--- config.mk ---
export PLATFORM = sky130hd
export DESIGN_NAME = pcileech_ft601_xfer_sched
export DESIGN_NICKNAME = d
export VERILOG_FILES = /design/src/rtl/pcileech_ft601_xfer_sched.sv
export SDC_FILE = /design/constraint.sdc
export NUM_CORES = 1
export LEC_CHECK = 0
export BUFFER_PORTS_ARGS = -buffer_cell sky130_fd_sc_hd__buf_2
export CAP_MARGIN = 20
export CORE_MARGIN = 4
export CORE_UTILIZATION = 55
export DETAILED_ROUTE_END_ITERATION = 8
export PLACE_DENSITY = 0.82
export SLEW_MARGIN = 10
export SYNTH_ARGS = -nofsm -noshare
export SYNTH_HDL_FRONTEND = slang
export SYNTH_SLANG_ARGS = --single-unit
--- constraint.sdc ---
create_clock -name clk -period 3.32 [get_ports clk]
set_input_delay 0.664 -clock clk [delete_from_list [all_inputs] [get_ports clk]]
set_output_delay 0.664 -clock clk [all_outputs]
set_load 0.1 [all_outputs]
--- src/rtl/pcileech_ft601_xfer_sched.sv ---
// Direction scheduler for the half-duplex FT601 bus: arbitrates RX/TX grants with burst bound,
// turnaround gap and starvation guard. Optional statistics counters: define PCILEECH_XFER_STATS_EN.
module pcileech_ft601_xfer_sched #(
    parameter int unsigned MAX_BURST    = 1024,
    parameter int unsigned TURN_CYCLES  = 2,
    parameter int unsigned STARVE_LIMIT = 4096
) (
    input  logic        clk,
    input  logic        rst,
    input  logic        prio_rx,
    input  logic        ft601_rxf,
    input  logic        rx_ready,
    input  logic        tx_valid,
    input  logic        ft601_txe,
    input  logic        word_strobe,
    output logic        grant_rx,
    output logic        grant_tx,
    output logic        busy,
    output logic        err_strobe,
    output logic [31:0] stat_rx_words,
    output logic [31:0] stat_tx_words,
    output logic [15:0] stat_switches
);

    typedef enum logic [1:0] {
        ST_IDLE = 2'd0,
        ST_RX   = 2'd1,
        ST_TX   = 2'd2,
        ST_TURN = 2'd3
    } state_t;

    localparam logic [15:0] BURST_LAST = 16'(MAX_BURST - 1);
    localparam logic [15:0] STARVE_MAX = 16'(STARVE_LIMIT);
    localparam logic [3:0]  TURN_LAST  = 4'(TURN_CYCLES - 1);
    // With no turnaround configured a finished burst drops straight back to arbitration.
    localparam state_t      LEAVE_STATE = (TURN_CYCLES == 0) ? ST_IDLE : ST_TURN;
    localparam logic        LEAVE_BUSY  = (TURN_CYCLES == 0) ? 1'b0 : 1'b1;

    state_t      state_r;
    logic        grant_rx_r;
    logic        grant_tx_r;
    logic        busy_r;
    logic        err_r;
    logic        last_rx_r;
    logic [15:0] word_cnt_r;
    logic [3:0]  turn_cnt_r;
    logic [15:0] wait_rx_r;
    logic [15:0] wait_tx_r;

    logic rx_req_s;
    logic tx_req_s;
    logic starve_rx_s;
    logic starve_tx_s;
    logic burst_end_s;
    logic any_req_s;
    logic pick_rx_s;
    logic enter_rx_s;
    logic enter_tx_s;

    assign rx_req_s    = ft601_rxf & rx_ready;
    assign tx_req_s    = tx_valid & ft601_txe;
    assign starve_rx_s = (wait_rx_r == STARVE_MAX);
    assign starve_tx_s = (wait_tx_r == STARVE_MAX);
    assign burst_end_s = word_strobe & (word_cnt_r == BURST_LAST);
    assign enter_rx_s  = (state_r == ST_IDLE) & any_req_s & pick_rx_s;
    assign enter_tx_s  = (state_r == ST_IDLE) & any_req_s & ~pick_rx_s;

    // Arbitration: lone request, then starvation, then alternation, then priority bit.
    always_comb begin
        any_req_s = 1'b0;
        pick_rx_s = 1'b0;
        if (rx_req_s && !tx_req_s) begin
            any_req_s = 1'b1;
            pick_rx_s = 1'b1;
        end else if (!rx_req_s && tx_req_s) begin
            any_req_s = 1'b1;
            pick_rx_s = 1'b0;
        end else if (rx_req_s && tx_req_s) begin
            any_req_s = 1'b1;
            if (starve_rx_s && !starve_tx_s) begin
                pick_rx_s = 1'b1;
            end else if (!starve_rx_s && starve_tx_s) begin
                pick_rx_s = 1'b0;
            end else if (starve_rx_s && starve_tx_s) begin
                pick_rx_s = ~last_rx_r;
            end else begin
                pick_rx_s = prio_rx;
            end
        end else begin
            any_req_s = 1'b0;
            pick_rx_s = 1'b0;
        end
    end

    // Direction FSM with registered grants, busy flag, burst and turnaround counters.
    always_ff @(posedge clk) begin
        if (rst) begin
            state_r    <= ST_IDLE;
            grant_rx_r <= 1'b0;
            grant_tx_r <= 1'b0;
            busy_r     <= 1'b0;
            last_rx_r  <= 1'b0;
            word_cnt_r <= 16'd0;
            turn_cnt_r <= 4'd0;
        end else begin
            case (state_r)
                ST_IDLE: begin
                    if (enter_rx_s) begin
                        state_r    <= ST_RX;
                        grant_rx_r <= 1'b1;
                        busy_r     <= 1'b1;
                        word_cnt_r <= 16'd0;
                    end else if (enter_tx_s) begin
                        state_r    <= ST_TX;
                        grant_tx_r <= 1'b1;
                        busy_r     <= 1'b1;
                        word_cnt_r <= 16'd0;
                    end
                end
                ST_RX: begin
                    if (word_strobe) begin
                        word_cnt_r <= word_cnt_r + 16'd1;
                    end
                    if (burst_end_s || !rx_req_s) begin
                        state_r    <= LEAVE_STATE;
                        grant_rx_r <= 1'b0;
                        busy_r     <= LEAVE_BUSY;
                        last_rx_r  <= 1'b1;
                        turn_cnt_r <= 4'd0;
                    end
                end
                ST_TX: begin
                    if (word_strobe) begin
                        word_cnt_r <= word_cnt_r + 16'd1;
                    end
                    if (burst_end_s || !tx_req_s) begin
                        state_r    <= LEAVE_STATE;
                        grant_tx_r <= 1'b0;
                        busy_r     <= LEAVE_BUSY;
                        last_rx_r  <= 1'b0;
                        turn_cnt_r <= 4'd0;
                    end
                end
                ST_TURN: begin
                    if (turn_cnt_r == TURN_LAST) begin
                        state_r <= ST_IDLE;
                        busy_r  <= 1'b0;
                    end else begin
                        turn_cnt_r <= turn_cnt_r + 4'd1;
                    end
                end
                default: begin
                    state_r    <= ST_IDLE;
                    grant_rx_r <= 1'b0;
                    grant_tx_r <= 1'b0;
                    busy_r     <= 1'b0;
                end
            endcase
        end
    end

    // Starvation wait counters, saturating at the limit.
    always_ff @(posedge clk) begin
        if (rst) begin
            wait_rx_r <= 16'd0;
            wait_tx_r <= 16'd0;
        end else begin
            if (!rx_req_s || enter_rx_s) begin
                wait_rx_r <= 16'd0;
            end else if (!grant_rx_r && (wait_rx_r != STARVE_MAX)) begin
                wait_rx_r <= wait_rx_r + 16'd1;
            end
            if (!tx_req_s || enter_tx_s) begin
                wait_tx_r <= 16'd0;
            end else if (!grant_tx_r && (wait_tx_r != STARVE_MAX)) begin
                wait_tx_r <= wait_tx_r + 16'd1;
            end
        end
    end

    // Sticky error: the PHY moved a word while neither direction owned the bus.
    always_ff @(posedge clk) begin
        if (rst) begin
            err_r <= 1'b0;
        end else if (word_strobe && !grant_rx_r && !grant_tx_r) begin
            err_r <= 1'b1;
        end
    end

    assign grant_rx   = grant_rx_r;
    assign grant_tx   = grant_tx_r;
    assign busy       = busy_r;
    assign err_strobe = err_r;

`ifdef PCILEECH_XFER_STATS_EN
    logic [31:0] stat_rx_r;
    logic [31:0] stat_tx_r;
    logic [15:0] stat_sw_r;

    // Word and direction-switch statistics, all free-running with wrap.
    always_ff @(posedge clk) begin
        if (rst) begin
            stat_rx_r <= 32'd0;
            stat_tx_r <= 32'd0;
            stat_sw_r <= 16'd0;
        end else begin
            if (word_strobe && grant_rx_r) begin
                stat_rx_r <= stat_rx_r + 32'd1;
            end
            if (word_strobe && grant_tx_r) begin
                stat_tx_r <= stat_tx_r + 32'd1;
            end
            if ((enter_rx_s && !last_rx_r) || (enter_tx_s && last_rx_r)) begin
                stat_sw_r <= stat_sw_r + 16'd1;
            end
        end
    end

    assign stat_rx_words = stat_rx_r;
    assign stat_tx_words = stat_tx_r;
    assign stat_switches = stat_sw_r;
`else
    assign stat_rx_words = 32'd0;
    assign stat_tx_words = 32'd0;
    assign stat_switches = 16'd0;
`endif

endmodule

# Word-level counts from Yosys, hierarchy flattened
# Index checks and enable logic that the tools add are counted.
# Widths: inputs -> output; s select.
# word_totals
regBits	59
latch_bits	0
mem_bits_rw	0
rom_bits	0
in_bits	8
output_inout_bits	84
word_cells	111
n_memories	0
# op_classes
add_sub_neg	4
multipliers	0
div_mod_pow	0
order_cmp	0
eq_ne	18
shift	0
muxes	36
bitwise_logic	8
n_reduce_logical	35
# op_table
op	n
$add 16x1->16 const B	3
$mux 16	3
$eq 16x13->1 const B	2
$ne 16x13->1 const B	2
$pmux 16 s2	1
$mux 1	18
$eq 16x10->1 const B	1
$ne 2x2->1 const B	7
$mux 4	3
$pmux 4 s3	1
$reduce_and 4->1	3
$logic_and 1x1->1	10
$mux 2	5
$reduce_and 3->1	3
$pmux 2 s4	1
$reduce_bool 2->1	4
$and 1x1->1	6
$logic_not 1->1	6
$pmux 1 s2	3
$reduce_or 2->1	3
$add 4x1->4 const B	1
$eq 2x2->1 const B	2
$eq 4x1->1 const B	1
$logic_or 1x1->1	4
7 further kinds	8

# Logic depth before layout (Yosys ltp)
# Gate-level depths: netlist of run 1.
# logic_depth
ltp_word	13
ltp_mapped	9
mapped_depth_nobuf	7

# Worst setup path before layout of run 1
# Ideal clock, no wire load.
# synth_path
path_kind	input to register
from	in word_strobe
to	reg turn_cnt_r[1]
setup_ns	0.128
arrival_ns	2.267
t_required_ns	3.192
setup_slack_ns	0.925
stages	5
path_buffers	0
cell_sequence	or4b_2 or4_4 a221o_1 a22oi_1 nor2_1
# synth_via
elab_chain_len	4
elab_cells_between_ends	6
classes_between	eq/ne: 2; bitwise: 1; reduce/logical: 3
# synth_lines
item	line	rtl
from (decl)	15	input logic word_strobe,
$and 1x1->1 (*)	64	assign burst_end_s = word_strobe & (word_cnt_r == BURST_LAST);
$logic_or 1x1->1, on equally long branches	136, 124	
$ne 2x2->1 (no source line)	-	
$reduce_and 4->1 (no source line) (*)	-	
to (signal assigned)	149	turn_cnt_r <= turn_cnt_r + 4'd1;
to (decl)	46	logic [3:0] turn_cnt_r;
# Mark *: on every way between the ends. The rest lies on a longest branch, timed or not.
# A chain may end at the register's enable or synchronous reset.

# Worst setup path after layout of run 1
# layout_path
from	reg wait_rx_r[0]
to	reg wait_tx_r[8]
# layout_via
elab_chain_len	12
elab_cells_between_ends	15
classes_between	eq/ne: 1; mux: 6; bitwise: 2; reduce/logical: 6
# layout_lines
item	line	rtl
from (decl)	47	logic [15:0] wait_rx_r;
from (signal assigned)	171	wait_rx_r <= wait_rx_r + 16'd1;
$eq 16x13->1 (*)	62	assign starve_rx_s = (wait_rx_r == STARVE_MAX);
$logic_and 1x1->1 or $logic_not 1->1 (tied branches)	84, 82	
$mux 1 or $logic_and 1x1->1 (tied branches)	84, 82	
$mux 1	82	end else if (!starve_rx_s && starve_tx_s) begin
$mux 1 (*)	80	if (starve_rx_s && !starve_tx_s) begin
$mux 1 (*)	78	end else if (rx_req_s && tx_req_s) begin
$mux 1 (*)	75	end else if (!rx_req_s && tx_req_s) begin
$mux 1 (*)	72	if (rx_req_s && !tx_req_s) begin
$not 1->1 (*)	66	assign enter_tx_s = (state_r == ST_IDLE) & any_req_s & ~pick_rx_s;
$and 1x1->1 (*)	66	
$logic_or 1x1->1 (*)	173	if (!tx_req_s || enter_tx_s) begin
$reduce_or 2->1 (no source line) (*)	-	
to (signal assigned)	176	wait_tx_r <= wait_tx_r + 16'd1;
to (decl)	48	logic [15:0] wait_tx_r;
# Marks and branches as above.

==> summary.md, run 1 <==
| Metric | Value |
|---|---|
| Post-cts resize count | `0` |
| # IOs | `92` |
| First-pass GRT wire length | `10.7 mm` |
| RePlAce Congestion | `0.863` |
| Flops & latches, synth | `59` |
| WL per Instance | `12.2 um` |
| FP Rows | `29` |
| Max_slew headroom | `48.0%` |
| GR Util met2 | `27.9%` |
| Total GRT Usage | `16.7%` |
| Worst min-delay path category | `flop to flop` |
| Die X-Extent | `89.3 um` |
| N_diodes | `0` |
| Leakage | `1.39 nW` |
| Area delta synth->final | `-0.0344%` |
| Critical Path Sink Type | `flop` |
| Met3 Usage GRT | `4.52%` |
| Fillers | `584` |
| Via count | `2789` |
| CP top delay family | `compound AO/OA/AOI/OAI gates` |
| Clk_lat worst skew | `0.33 ns` |
| Yosys Warn Count | `0` |
| Synth cell types | `46` |
| Vias per Instance | `5.20` |
| Sink Count | `59` |
| Syn Inst Count | `440` |
| Worst EP required | `3.51 ns` |
| Global route total overflow | `0` |
| Setup TNS | `0 ns` |
| Fin crit share | `74.0%` |
| Hold Slack | `0.500 ns` |
| Area contributors post-synth | `dfxtp_1 (32%), buf_4 (17%), xnor2_1 (5.5%), nor2_1 (5.2%), xor2_1 (4.6%)` |
| R2r setup slk | `0.86 ns` |
| Max incr delay on CP | `0.65 ns` |
| Clock transition at path regs | `0.06 ns` |
| Power per Cell Area | `662 mW/mm^2` |
| Die Area | `0.00798 mm^2` |
| Routed wire length | `6.54 mm` |
| Final Hold Vio Count | `0` |
| CTS Hold Bufs | `0` |
| H-tree lvl count | `3` |
| F_max | `0.407 GHz` |
| Clock root buffer | `clkbuf_8` |
| Max-slew violation count | `0` |
| Drc violations | `0` |
| Post-DRT Antenna Nets | `0` |
| Initial antenna violation count | `0` |
| VDD IR max | `0.580 mV` |
| Critical path arrival | `2.65 ns` |
| Vias in the first global route | `2475` |
| Deepest clock path buffer count | `2` |
| Share of layout cells above drive strength 1 | `6.97%` |
| Synthesized cell area | `0.00364 mm^2` |
| RSZ-0062 raised after global routing | `no` |
| Synth area leader | `dfxtp_1` |
| Maximum fanout along the worst path | `16` |
| Run status | `finished, final reports clean` |
| CP max-delay cell | `a311o_1` |
| CP Cell Sequence | `inv_1, ha_1, nor4b_1, and4_1, o211ai_1, a311o_1, nor2_1` |
| Core Region | `0.00639 mm^2` |
| Final #Nets | `474` |
| Pin count of the biggest net entering global routing | `17` |
| Post-CTS setup buffer count | `0` |
| Final min period | `2.46 ns` |
| Dpl hpwl | `4.85 mm` |
| Port buffer count | `11` |
| Commonest register cell after synthesis | `dfxtp_1` |
| EDFF count, synth | `0` |
| Die Y | `89.3 um` |
| Worst Tran Pin Value | `0.776 ns` |
| Syn avg cell area | `8.27 um^2` |
| Clk_skew | `0.00357 ns` |
| Worst setup SP type | `flop` |
| GR Util met1 | `20.5%` |
| Num CTS Buffers | `9` |
| Final setup fails | `0` |
| CTS tree | `done` |
| Kind of critical path | `flop to flop` |
| Sequential area share after synthesis | `32.5%` |
| Initial DRC count | `156` |
| Share of the synthesized area in the top cell type | `32.5%` |
| FFs w/ async S/R, synth | `0%` |
| Starting Density | `57.0%` |
| Max Cap Viol | `0` |
| Global route hottest layer | `met2` |
| First-pass DRT Iterations | `4` |
| Buf/Inv on CP | `1` |
final cells by class:
type / count / area, um^2 / area share [%]
clock inverters: 2 / 10.0 / 0.275
inverters: 17 / 63.8 / 1.75
flip-flops and latches: 59 / 1180 / 32.5
well taps: 77 / 96.3 / 2.65
repair buffers: 14 / 77.6 / 2.13
multi-input cells: 353 / 2050 / 56.2
clock buffers: 14 / 163 / 4.47
routing by layer:
metal	part of all wire, %	routed length, um
met3	8.4	549
met1	43	2800
met5	0	0
met2	47	3100
met4	1.3	87
cells by family after synthesis:
logic type	after synthesis	share of synthesized area (%)
adder cells (fa/ha/maj)	12	4.13
multiplexers	4	1.13
AND/OR/NAND/NOR	169	23.9
flip-flops	59	32.5
AO/OA/AOI/OAI	46	8.67
other	1	0.103
buffers and inverters	107	19.5
XOR/XNOR	42	10.1
placed cells by master (no fill, tap or decap), types with 15 or more instances in the layout:
master / count
xor2_1: 19
a21oi_1: 15
nand4_1: 18
nand2_1: 25
nor2_1: 50
xnor2_1: 23
nor3_1: 21
conb_1: 80
dfxtp_1: 59
inv_1: 17
path summary, 6_finish.rpt:
check	startpoint	end	depth (start not counted)
setup / recovery	wait_rx_r[0]	wait_tx_r[8]	7
setup reg to reg	wait_rx_r[0]	wait_tx_r[8]	7
hold reg to reg	busy	busy	2
hold / removal	busy	busy	2
state kept, by name (all words and copies together) (netlist names):
signal,count
state_r,2
busy,1
wait_tx_r,16
turn_cnt_r,4
word_cnt_r,16
wait_rx_r,16
last_rx_r,1
grant_tx,1
grant_rx,1
err_strobe,1
Yosys cell counts (5+ instances only):
library cell and instances:
buf_4 81, o21ai_0 6, dfxtp_1 59, inv_1 17, and2_1 8, a211oi_1 5
nand2_1 25, nor2_1 50, xnor2_1 23, nand3_1 12, a21oi_1 15, ha_1 12
xor2_1 19, and4_1 5, nor3_1 21, nand4_1 18, nor4_1 8, clkbuf_1 7
where the power goes:
group	internal, mW	switching (mW)
sequential	0.752	0.0521
clock	0.310	0.262
combinational	0.193	0.839
worst register-to-register path: cells and delay by family, from the launching register on:
| kind | cells | cell delay [ns] |
|---|---|---|
| adders and majority gates | 1 | 0.19 |
| and+or+nand+nor | 3 | 0.57 |
| AOI/OAI and AO/OA | 2 | 1.11 |
| DFF | 1 | 0.38 |
| buffers and inverters | 1 | 0.06 |
metrics by stage:
| stage | setup WS (ns) | utilization [%] | cell area [um^2] | instances | power (mW) |
|---|---|---|---|---|---|
| CTS | 0.834 | 57.0 | 3640 | 536 | 2.42 |
| detailed placement | 0.764 | 54.3 | 3460 | 520 | 1.84 |
| finish | 0.862 | 57.0 | 3640 | 536 | 2.41 |
| floorplan | 0.925 | - | 3940 | 519 | 1.78 |
| global placement | 0.784 | 54.3 | 3460 | 520 | 1.83 |
| global route | 0.624 | 57.0 | 3640 | 536 | 2.54 |
No activity file was read; power rests on OpenSTA's default activity.
==> run 2: changes to the inputs <==
Settings changed: CORE_UTILIZATION 55 to 54, PLACE_DENSITY 0.82 to 0.81.
Clock period 3.32 ns to 2.3 ns, I/O delays scaled along.
==> summary.md, run 2 (synthesized netlist as in run 1, its figures left out) <==
| Metric | Value |
|---|---|
| Critical Path Sink Type | `flop` |
| Starting Density | `56.3% (-0.64 points)` |
| CP max-delay cell | `a311o_2` |
| Critical path arrival | `2.43 ns (-0.22 ns)` |
| Commonest cells after routing, fill and taps aside | `conb_1 (80), dfxtp_1 (59), nor2_1 (50)` |
| Worst min-delay path category | `flop to flop` |
| Pin count of the biggest net entering global routing | `17 (unchanged)` |
| Fin crit share | `94.0% (+20 points)` |
| Worst setup path startpoint | `wait_rx_r[0]` |
| Vias in the first global route | `2692 (+8.8%)` |
| Via count | `2900 (+4.0%)` |
| Max Cap Viol | `0 (unchanged)` |
| Final min period | `2.16 ns (-0.297 ns)` |
| CP Cell Sequence | `inv_1, ha_1, nor4b_1, and4_1, o211ai_1, a311o_2, a21oi_1` |
| CTS Hold Bufs | `0 (unchanged)` |
| Worst EP required | `2.57 ns (-0.94 ns)` |
| Run status | `finished, final reports clean` |
| RePlAce Congestion | `0.865 (+0.28%)` |
| Worst setup SP type | `flop` |
| Global route total overflow | `0 (unchanged)` |
| Worst setup path endpoint | `wait_tx_r[2]` |
| Final Total Pwr | `3.97 mW (+65%)` |
| Dpl hpwl | `4.91 mm (+1.2%)` |
| Die Area | `0.00812 mm^2 (+1.7%)` |
| Placement Cell Area | `0.00354 mm^2 (+2.2%)` |
| Final setup fails | `0 (unchanged)` |
| Most common cell after layout, fill and taps aside | `conb_1` |
| Leakage | `1.48 nW (+6.8%)` |
| Sink Count | `59 (unchanged)` |
| Share of layout cells above drive strength 1 | `9.81% (+2.8 points)` |
| Finished Cell Area | `0.00382 mm^2 (+5.0%)` |
| R2r setup slk | `0.14 ns (-0.72 ns)` |
| FP Rows | `29 (unchanged)` |
| First-pass GRT wire length | `11.9 mm (+11%)` |
| Routed wire length | `7.14 mm (+9.3%)` |
| Vias per Instance | `5.31 (+2.1%)` |
| N_diodes | `0 (unchanged)` |
| F_max | `0.463 GHz (+14%)` |
| Initial antenna violation count | `0 (unchanged)` |
| Clock root buffer | `clkbuf_8` |
| Port buffer count | `11 (unchanged)` |
| CTS tree | `done` |
| Area delta synth->final | `4.95%` |
| Power per Cell Area | `1040 mW/mm^2 (+57%)` |
| Total GRT Usage | `17.5% (+0.72 points)` |
| Max incr delay on CP | `0.54 ns (-0.11 ns)` |
| Drc violations | `0 (unchanged)` |
| RSZ-0062 raised after global routing | `no` |
| Die X-Extent | `90.1 um (+0.84%)` |
| Kind of critical path | `flop to flop` |
| Clk_skew | `0.00726 ns (+0.00369 ns)` |
| Max-slew violation count | `0 (unchanged)` |
| Post-DRT Antenna Nets | `0 (unchanged)` |
| Clock transition at path regs | `0.07 ns (about the same)` |
| Setup TNS | `0 ns (unchanged)` |
| WL per Instance | `13.1 um (+7.3%)` |
| Core Region | `0.00646 mm^2 (+1.1%)` |
| # IOs | `92 (unchanged)` |
| Worst Tran Pin Value | `0.548 ns (-0.227 ns)` |
| Top Registers | `wait_rx_r: 16 flops, wait_tx_r: 16 flops, word_cnt_r: 16 flops` |
| Max_slew headroom | `63.4% (+15 points)` |
| Maximum fanout along the worst path | `16 (unchanged)` |
| Final #Nets | `484 (+2.1%)` |
| Initial DRC count | `128 (-18%)` |
| Reg2Reg Depth | `7 (unchanged)` |
| R2R Path End | `wait_tx_r[2]` |
| Worst R2R Start | `wait_rx_r[0]` |
| Deepest clock path buffer count | `2 (unchanged)` |
| Num CTS Buffers | `9 (unchanged)` |
| Final Hold Vio Count | `0 (unchanged)` |
| Clk_lat worst skew | `0.34 ns (about the same)` |
| VDD IR max | `1.16 mV (+99%)` |
| First-pass DRT Iterations | `4 (unchanged)` |
| Die Y | `90.1 um (+0.84%)` |
| H-tree lvl count | `3 (unchanged)` |
[run 2: changes by cell type in the layout (fill, tap and decap cells not counted), sizes merged]
cell / previous run / this run
clkbuf: 14 / 10
clkinv: 2 / 1
bufinv: 0 / 4
clkinvlp: 0 / 1
buf: 14 / 24
[run 2: critical path: cells and delay by family (launching register included)]
family	cells	cell delay [ns]
fa+ha+maj	1	0.17
compound gates	3	0.87
flops	1	0.35
buf+inv	1	0.07
simple gates	2	0.63
[run 2: worst min path at each step]
stage                        from       endpoint  slack, ns  cells after the start
global placement       err_strobe     err_strobe       0.45                      2
CTS                    err_strobe     err_strobe       0.47                      2
floorplan           turn_cnt_r[3]  turn_cnt_r[3]       0.46                      2
global route                  rst           busy       0.48                      2
detailed placement     err_strobe     err_strobe       0.45                      2
finish                 err_strobe     err_strobe       0.47                      2
[run 2: per-layer routing]
layer  global-route usage (%)  part of all wire [%]  vias up
met5                        0                     0        -
met4                     8.29                   1.7        0
met3                     4.17                   6.6       12
met2                     29.0                    48      117
met1                     21.2                    43     1363
li1                         -                     -     1408
[run 2: power breakdown]
| group | leakage, nW | switching, mW | internal (mW) |
|---|---|---|---|
| combinational | 0.870 | 1.22 | 0.295 |
| clock | 0.133 | 0.428 | 0.860 |
| sequential | 0.477 | 0.0777 | 1.09 |
| total | 1.48 | 1.73 | 2.24 |
[run 2: area by class of cell]
cell class,instances,area (um^2)
Clock buffer,10,138
Clock inverter,6,136
Fill cell,535,2640
Inverter,17,63.8
Multi-Input combinational cell,353,2050
Sequential cell,59,1180
Tap cell,77,96.3
Timing Repair Buffer,24,153
[run 2: timing repair]
action                     CTS  global route
setup endpoints to repair    0            18
buffers inserted             0             0
gates resized for setup      0             2
[run 2: per-stage QoR]
step	util, %	instances	hold slack [ns]	setup WS, ns
finish	59.1	546	0.473	0.139
global route	59.1	546	0.482	0.0322
global placement	54.8	530	0.450	-0.0165
detailed placement	54.8	530	0.453	-0.0379
floorplan	-	519	0.463	0.109
CTS	59.0	546	0.474	0.0487
